$ cat config.mk
export PLATFORM = sky130hd
export DESIGN_NAME = core_regfile_wb
export DESIGN_NICKNAME = d
export VERILOG_FILES = /design/src/rtl/core_regfile_wb_pkg.sv /design/src/rtl/core_regfile_bank_map.sv /design/src/rtl/core_regfile_wb.sv
export SDC_FILE = /design/constraint.sdc
export NUM_CORES = 2
export LEC_CHECK = 0
export BUFFER_PORTS_ARGS = -buffer_cell sky130_fd_sc_hd__buf_2
export CAP_MARGIN = 20
export CORE_ASPECT_RATIO = 0.8
export CORE_MARGIN = 4
export CORE_UTILIZATION = 43
export DETAILED_ROUTE_END_ITERATION = 8
export PLACE_DENSITY_LB_ADDON = 0.3
export REMOVE_ABC_BUFFERS = 1
export SKIP_LAST_GASP = 1
export SLEW_MARGIN = 20
export SYNTH_ARGS = -nofsm -noshare
export SYNTH_HDL_FRONTEND = slang
export SYNTH_HIERARCHICAL = 1
export SYNTH_SLANG_ARGS = --single-unit
$ cat constraint.sdc
create_clock -name clk -period 3.2 [get_ports clk]
set_input_delay 0.64 -clock clk [delete_from_list [all_inputs] [get_ports clk]]
set_output_delay 0.64 -clock clk [all_outputs]
set_load 0.005 [all_outputs]
$ cat src/rtl/core_regfile_wb_pkg.sv
// Shared uarch types and constants for the banked register file.
package core_regfile_wb_pkg;

    localparam int unsigned XLEN      = 32;
    localparam int unsigned REG_NUM_W = 4;
    localparam int unsigned PHYS_W    = 5;
    localparam int unsigned MODE_W    = 5;
    localparam int unsigned FLAGS_W   = 4;
    localparam int unsigned PHYS_REGS = 31;

    typedef logic [REG_NUM_W-1:0] reg_num;
    typedef logic [XLEN-1:0]      word;
    typedef logic [FLAGS_W-1:0]   psr_flags;
    typedef logic [MODE_W-1:0]    psr_mode;
    typedef logic [PHYS_W-1:0]    phys_reg;

    localparam psr_mode MODE_USR = 5'b10000;
    localparam psr_mode MODE_FIQ = 5'b10001;
    localparam psr_mode MODE_IRQ = 5'b10010;
    localparam psr_mode MODE_SVC = 5'b10011;
    localparam psr_mode MODE_ABT = 5'b10111;
    localparam psr_mode MODE_UND = 5'b11011;
    localparam psr_mode MODE_SYS = 5'b11111;

    localparam reg_num R15           = 4'd15;
    localparam word    PC_ALIGN_MASK = 32'hFFFF_FFFC;

    // Physical layout: user r0-r14 at 0-14, FIQ r8-r14 at 15-21, then r13/r14 pairs.
    // Slot 30 is the dummy target for R15, which is never stored.
    localparam phys_reg FIQ_BASE      = 5'd15;
    localparam phys_reg IRQ_BASE      = 5'd22;
    localparam phys_reg SVC_BASE      = 5'd24;
    localparam phys_reg ABT_BASE      = 5'd26;
    localparam phys_reg UND_BASE      = 5'd28;
    localparam phys_reg PHYS_R15_SLOT = 5'd30;

endpackage

$ cat src/rtl/core_regfile_bank_map.sv
// Maps (mode, architectural register) to a physical register index.
module core_regfile_bank_map
    import core_regfile_wb_pkg::*;
(
    input  logic [4:0] mode,
    input  logic [3:0] rn,
    output logic [4:0] phys_c
);

    always_comb begin
        phys_c = PHYS_W'(rn);
        if (rn == R15) begin
            phys_c = PHYS_R15_SLOT;
        end else if ((mode == MODE_FIQ) && (rn >= 4'd8)) begin
            phys_c = FIQ_BASE + PHYS_W'(rn - 4'd8);
        end else if (rn >= 4'd13) begin
            // USR, SYS and undefined encodings keep the user-bank index
            case (mode)
                MODE_IRQ: phys_c = IRQ_BASE + PHYS_W'(rn - 4'd13);
                MODE_SVC: phys_c = SVC_BASE + PHYS_W'(rn - 4'd13);
                MODE_ABT: phys_c = ABT_BASE + PHYS_W'(rn - 4'd13);
                MODE_UND: phys_c = UND_BASE + PHYS_W'(rn - 4'd13);
                default:  phys_c = PHYS_W'(rn);
            endcase
        end
    end

endmodule

$ cat src/rtl/core_regfile_wb.sv
// Mode-banked GPR file with NZCV flags, two registered read ports and R15 branch pulse.
// Optional same-edge write-to-read forwarding: define CORE_REGFILE_BYPASS_EN.
module core_regfile_wb
    import core_regfile_wb_pkg::*;
(
    input  logic        clk,
    input  logic        rst_n,
    input  logic [4:0]  mode,
    input  logic        writeback,
    input  logic [3:0]  rd,
    input  logic [31:0] wr_value,
    input  logic        update_flags,
    input  logic [3:0]  alu_flags,
    input  logic [3:0]  ra,
    input  logic [3:0]  rb,
    input  logic [31:0] pc_plus8,
    output logic [31:0] rd_a,
    output logic [31:0] rd_b,
    output logic [3:0]  flags,
    output logic        branch,
    output logic [31:0] branch_target
);

    phys_reg wr_idx;
    phys_reg a_idx;
    phys_reg b_idx;
    word     phys_q [PHYS_REGS];
    word     a_data;
    word     b_data;
    logic    wr_en;
    logic    pc_wr;

    core_regfile_bank_map u_map_wr (.mode(mode), .rn(rd), .phys_c(wr_idx));
    core_regfile_bank_map u_map_a  (.mode(mode), .rn(ra), .phys_c(a_idx));
    core_regfile_bank_map u_map_b  (.mode(mode), .rn(rb), .phys_c(b_idx));

    assign wr_en = writeback && (rd != R15);
    assign pc_wr = writeback && (rd == R15);

    // Read data selection ahead of the output registers
    always_comb begin
        a_data = phys_q[a_idx];
        b_data = phys_q[b_idx];
`ifdef CORE_REGFILE_BYPASS_EN
        if (wr_en && (wr_idx == a_idx)) a_data = wr_value;
        if (wr_en && (wr_idx == b_idx)) b_data = wr_value;
`endif
        if (ra == R15) a_data = pc_plus8;
        if (rb == R15) b_data = pc_plus8;
    end

    always_ff @(posedge clk or negedge rst_n) begin
        if (!rst_n) begin
            for (int unsigned i = 0; i < PHYS_REGS; i++) begin
                phys_q[i] <= '0;
            end
        end else if (wr_en) begin
            phys_q[wr_idx] <= wr_value;
        end
    end

    always_ff @(posedge clk or negedge rst_n) begin
        if (!rst_n) begin
            rd_a          <= '0;
            rd_b          <= '0;
            flags         <= '0;
            branch        <= 1'b0;
            branch_target <= '0;
        end else begin
            rd_a   <= a_data;
            rd_b   <= b_data;
            branch <= pc_wr;
            if (update_flags) flags <= alu_flags;
            if (pc_wr) branch_target <= wr_value & PC_ALIGN_MASK;
        end
    end

endmodule
---- After elaboration in Yosys (flattened, before gate mapping) ----
Cells that the tools add are included.
storage, ports and cells
  input bits .............................. 89
  output and inout bits ................... 101
  flip-flop bits (word level) ............. 1091
  word-level logic and storage cells ...... 108
cells by class
  bitwise operators ....................... 3
  $add $sub $neg .......................... 21
  eq/ne operators ......................... 9
  muxes and demuxes ....................... 23
  magnitude comparators ................... 10
  reduce and logical (&&, ||, !) cells .... 6
operators with widths
  operator                                                                       number
  992-bit bitwise mux                                                            1
  32-bit binary-select mux with 5-bit select                                     2
  32-bit two-way mux                                                             7
  32-bit demux with 5-bit select                                                 1
  5-bit adder (first input constant)                                             12
  5-bit one-hot mux with 4 select lines                                          3
  5-bit two-way mux                                                              9
  4-bit by 4-bit subtractor with 5-bit output (second input constant)            6
  5-bit == test (second input constant)                                          5
  4-bit >= comparator (second input constant)                                    6
  6-bit >= comparator (second input constant)                                    3
  5-bit NOT with 6-bit output                                                    3
  4-bit by 5-bit adder with 5-bit output (first input constant)                  3
  4-bit == test (second input constant)                                          3
  1-bit logical AND                                                              6
  6-bit by 1-bit less-than comparator with 1-bit output (second input constant)  1
  4-bit inequality test (second input constant)                                  1

---- Longest topological paths before layout ----
  depth after elaboration ................. 12
  gate-level depth with buffers ........... 18
  gate-level depth less buffers ........... 15

---- Cells and area by module ----
Netlist, hierarchy kept.
modules (own cells, without submodules)
  module                 area an instance (sq um)  times used  cells an instance  seq. area each (sq um)
  core_regfile_wb        56763.2                   1           4086               27301.2
  core_regfile_bank_map  519.2                     3           65                 0.0

---- Least setup slack after synthesis ----
OpenSTA, ideal clock, no wires.
  path kind ............................... input port to flip-flop
  start ................................... input rb[0]
  end ..................................... register rd_b[11]
  data arrival time ....................... 3.501 ns
  setup time .............................. 0.121 ns
  cell stages on the path ................. 14
  path slack .............................. -0.422 ns
  cells stage by stage .................... inv_1 ha_1 xnor2_1 inv_1 fa_1 xnor2_1 a221o_1 a31o_1 or3b_2 clkbuf_1 clkbuf_1 o22ai_1 nor4_1 a22o_1
on the way
  word-level cells in the longest chain between the ends .. 11
ends and longest elaborated chain
  what                                                      line                         text
  start, declared                                           core_regfile_wb.sv:15        input logic [3:0] rb,
  4-bit by 4-bit subtractor with 5-bit output               --
  5-bit adder (on tied branches)                            --
  5-bit one-hot mux with 4 select lines                     core_regfile_bank_map.sv:18  case (mode)
  5-bit two-way mux                                         core_regfile_bank_map.sv:16  end else if (rn >= 4'd13) begin
  5-bit two-way mux                                         core_regfile_bank_map.sv:14  end else if ((mode == MODE_FIQ) && (rn >= 4'd8)) begin
  5-bit two-way mux *                                       core_regfile_bank_map.sv:12  if (rn == R15) begin
  named net b_idx[3]                                        core_regfile_wb.sv:26        phys_reg b_idx;
  5-bit NOT with 6-bit output (implied by the code) *       core_regfile_wb.sv:43        b_data = phys_q[b_idx];
  32-bit binary-select mux with 5-bit select *              core_regfile_wb.sv:43
  32-bit two-way mux (implied by the code) * (2 in series)  core_regfile_wb.sv:43
  32-bit two-way mux *                                      core_regfile_wb.sv:49        if (rb == R15) b_data = pc_plus8;
  named net b_data[11]                                      core_regfile_wb.sv:29        word b_data;
  end signal, assigned                                      core_regfile_wb.sv:71        rd_b <= b_data;
  end, declared                                             core_regfile_wb.sv:18        output logic [31:0] rd_b,
Mark *: on every way through the listed nets, which the timed path passes. The rest lies on a longest branch. The select of a mux whose other input is x is not followed.
A chain may end at the register's enable or synchronous reset.

---- Worst setup path after layout ----
  start ................................... input mode[3]
  end ..................................... register rd_b[15]
on the way
  word-level cells in the longest chain between the ends .. 10
ends and longest elaborated chain
  what                                                      line                         text
  start, declared                                           core_regfile_wb.sv:8         input logic [4:0] mode,
  5-bit == test                                             core_regfile_bank_map.sv:18
  5-bit one-hot mux with 4 select lines                     core_regfile_bank_map.sv:18
  5-bit two-way mux                                         core_regfile_bank_map.sv:16
  5-bit two-way mux *                                       core_regfile_bank_map.sv:14
  5-bit two-way mux *                                       core_regfile_bank_map.sv:12
  named net b_idx[2]                                        core_regfile_wb.sv:26
  5-bit NOT with 6-bit output (implied by the code) *       core_regfile_wb.sv:43
  32-bit binary-select mux with 5-bit select *              core_regfile_wb.sv:43
  32-bit two-way mux (implied by the code) * (2 in series)  core_regfile_wb.sv:43
  32-bit two-way mux *                                      core_regfile_wb.sv:49
  named net b_data[15]                                      core_regfile_wb.sv:29
Marks and branches as above.

==> out/metrics.yaml <==
clock_network:
  clock_tree_root_driver_cell: "clkbuf_16"
  path_clk_slew_ps: 60
  htreeDepth: 3
  cts_sinks: 1091
  cts-buffers-inserted: 113
  clk_latency_ps: 760
  cts.path.max_buffers: 3
  tritoncts: "built"
global_route:
  groute.layer.met3.usage: 0.0487
  grt_max_degree: 81
  globalRoute.totalOverflow: 0
  met1_usage: 0.376
  first_pass_grt_wire_length_um: 281000
  grt_most_used_layer: "met2"
  first_global_vias: 41400
  grt_usage: 0.264
  use_met2: 0.415
  antenna_found_initial: 1
place:
  place_congestion: 0.874
  buffer_ports.inserted: 187
  dpl.hpwl_um: 128000
  placed_cells_incl_taps: 6307
  dp_area_um2: 65400
  placement.setup.worst_slack_ps: -886
worst_setup_path:
  critPathMaxStageDelay_ps: 660
  path_class: "in2reg"
  cp_slowest_cell: "buf_4"
  required_ps: 3880
  critical_path_arrival_ps: 3850
  timing.critical_path.fanout_max: 44
  setup.worst_path.start_class: "input pin"
  crit_chain: "buf_2, nor2b_1, nand2_1, nor2_2, buf_4, fa_1, o22ai_1, o211ai_1, o211ai_1, buf_4, nor2_1, o21ai_0, a22o_1"
  critPathTopFamily: "compound AO/OA/AOI/OAI gates"
  worst-path-buf-inv: 3
  end_kind: "register"
yosys:
  synthesis.area_per_instance_um2: 13.6
  postSynth.asyncResetShare: 1.00
  synthesis.instances: 4281
  yosys.area.top_type: "dfrtp_1"
  yosysSeqAreaShare: 0.468
  synth-edff-count: 0
  synth_top_cell_area_share: 0.468
  yosys_reg_bits: 1091
  ys_dominant_reg_cell: "dfrtp_1"
  ys.warnings.count: 6
  synth_cell_type_count: 70
  yosys-top-cells-area: "dfrtp_1 (47%), mux2_2 (18%), mux4_2 (12%)"
  synth.cell_area_um2: 58300
timing:
  final-setup-viol-count: 0
  achievable-frequency_mhz: 316
  fin_tns_setup_ps: 0
  max_slew.worst_pin.slew_ps: 748
  final_hold_viol_count: 0
  post-route-period-util: 0.990
  max_slew_margin: 0.501
  drv_slew: 0
  worst_clock_skew_ps: 26.1
  worst_slack_ps: 30.7
  timing.final.crit_period_ps: 3170
cells_and_area:
  final_area_um2: 69700
  net_total_in_the_final_layout: 4766
  mostFrequentLayoutCell: "dfrtp_1"
  layout_common_cells: "dfrtp_1 (1091), mux2_2 (938), mux2i_1 (347), buf_4 (313), mux4_2 (299)"
  fin_cells: 6525
  synthesis_to_layout_area_growth_pct: 19.4
  post_route_cells_drive_above_1_share: 0.473
floorplanning:
  die_h_um: 337
  start_util: 0.434
  fp-row-count: 120
  design.core.area_um2: 134000
  dieWidth_um: 420
  design.die.area_um2: 142000
  boundaryPins: 190
route:
  detail_route.drc_violations: 0
  drtAntennaViolNets: 0
  first_iter_violations: 3672
  avgViaCountPerCell: 6.20
  first_pass_detailed_route_iteration_total: 5
  via_count: 40400
  routedWlPerCell_um: 28.7
  totalWireLength_um: 188000
status:
  status: "finished, final reports clean"
job:
  timing.max_cap.violations: 0
pwr:
  vdd.ir_drop.worst_uv: 505
  power_per_cell_area_nw_per_um2: 616
  p_leak_nw: 31.2
worst_hold_path:
  hp-class: "in2reg"
==> final timing paths <==
check	slack (ps)	startpoint	cells after the start	endpoint
max in group asynchronous	1720	rst_n	4	phys_q[420]
worst max register to register	1440	phys_q[482]	5	rd_a[2]
worst min register to register	470	branch_target[18]	2	branch_target[18]
min in group asynchronous	420	rst_n	2	phys_q[91]
worst min-delay path	130	alu_flags[3]	2	flags[3]
worst max-delay path	30	mode[3]	13	rd_b[15]
==> cell usage after synthesis (29+ instances only) <==
cell type and instances:
nor3_1 67, buf_2 109, nor2_1 131, buf_4 86, o22ai_1 189, a22o_1 44
dfrtp_1 1091, clkbuf_1 187, mux2_2 938, nand2_1 185, o211ai_1 63, mux2i_1 347
o211a_1 32, buf_6 29, mux2_1 62, mux4_2 299, nor4_1 32, o21ai_0 47
==> kinds of logic after synthesis <==
logic type | Yosys count | share of synthesized area
multiplexers | 1665 | 0.377
flip-flops | 1091 | 0.468
AND/OR/NAND/NOR | 535 | 0.0439
AO/OA/AOI/OAI | 500 | 0.0615
buffers and inverters | 450 | 0.0418
adder cells (fa/ha/maj) | 21 | 0.00489
XOR/XNOR | 18 | 0.00309
other | 1 | 0.0000643
==> final cells by class <==
class / count / area [um2]
clock inverter: 46 / 532
multi-input combinational: 2741 / 29200
clock buffer: 166 / 3380
timing repair buffer: 688 / 6990
inverter: 21 / 78.8
fill: 11300 / 64600
antenna: 3 / 7.51
tap: 1769 / 2210
sequential: 1091 / 27300
==> where the power goes <==
part,leakage (nW),switching [mW],internal [mW]
clock,1.93,5.89,8.04
combinational,15.2,4.32,5.69
sequential,14.1,2.22,16.7
total,31.2,12.4,30.5
==> per-layer routing <==
layer | part of all wire | wire length (um)
met3 | 0.067 | 12500
met1 | 0.44 | 82800
met4 | 0.031 | 5820
met2 | 0.46 | 86400
met5 | 0 | 0
==> metrics by stage <==
stage          hold slack, ps  total power [mW]  utilization
2_1_floorplan             344              25.6            -
3_3_place_gp              452              28.7        0.487
3_5_place_dp              457              29.0        0.487
4_1_cts                  82.7              42.9        0.517
5_1_grt                  98.5              44.8        0.519
6_report                  135              42.9        0.519
==> state kept, by name (all words and copies together), names as in the netlist <==
| name | cells |
|---|---|
| branch | 1 |
| rd_b | 32 |
| phys_q | 992 |
| branch_target | 30 |
| rd_a | 32 |
| flags | 4 |
==> timing repair <==
item / CTS / global route
cloned: 0 / 1
gates resized for setup: 1 / 59
setup endpoints to repair: 5 / 372
pin swaps: 1 / 16
buffers inserted: 1 / 0
hold buffers: 1 / 0
endpoints found under the hold margin: 23 / 0
(Power assumes the default switching activity.)
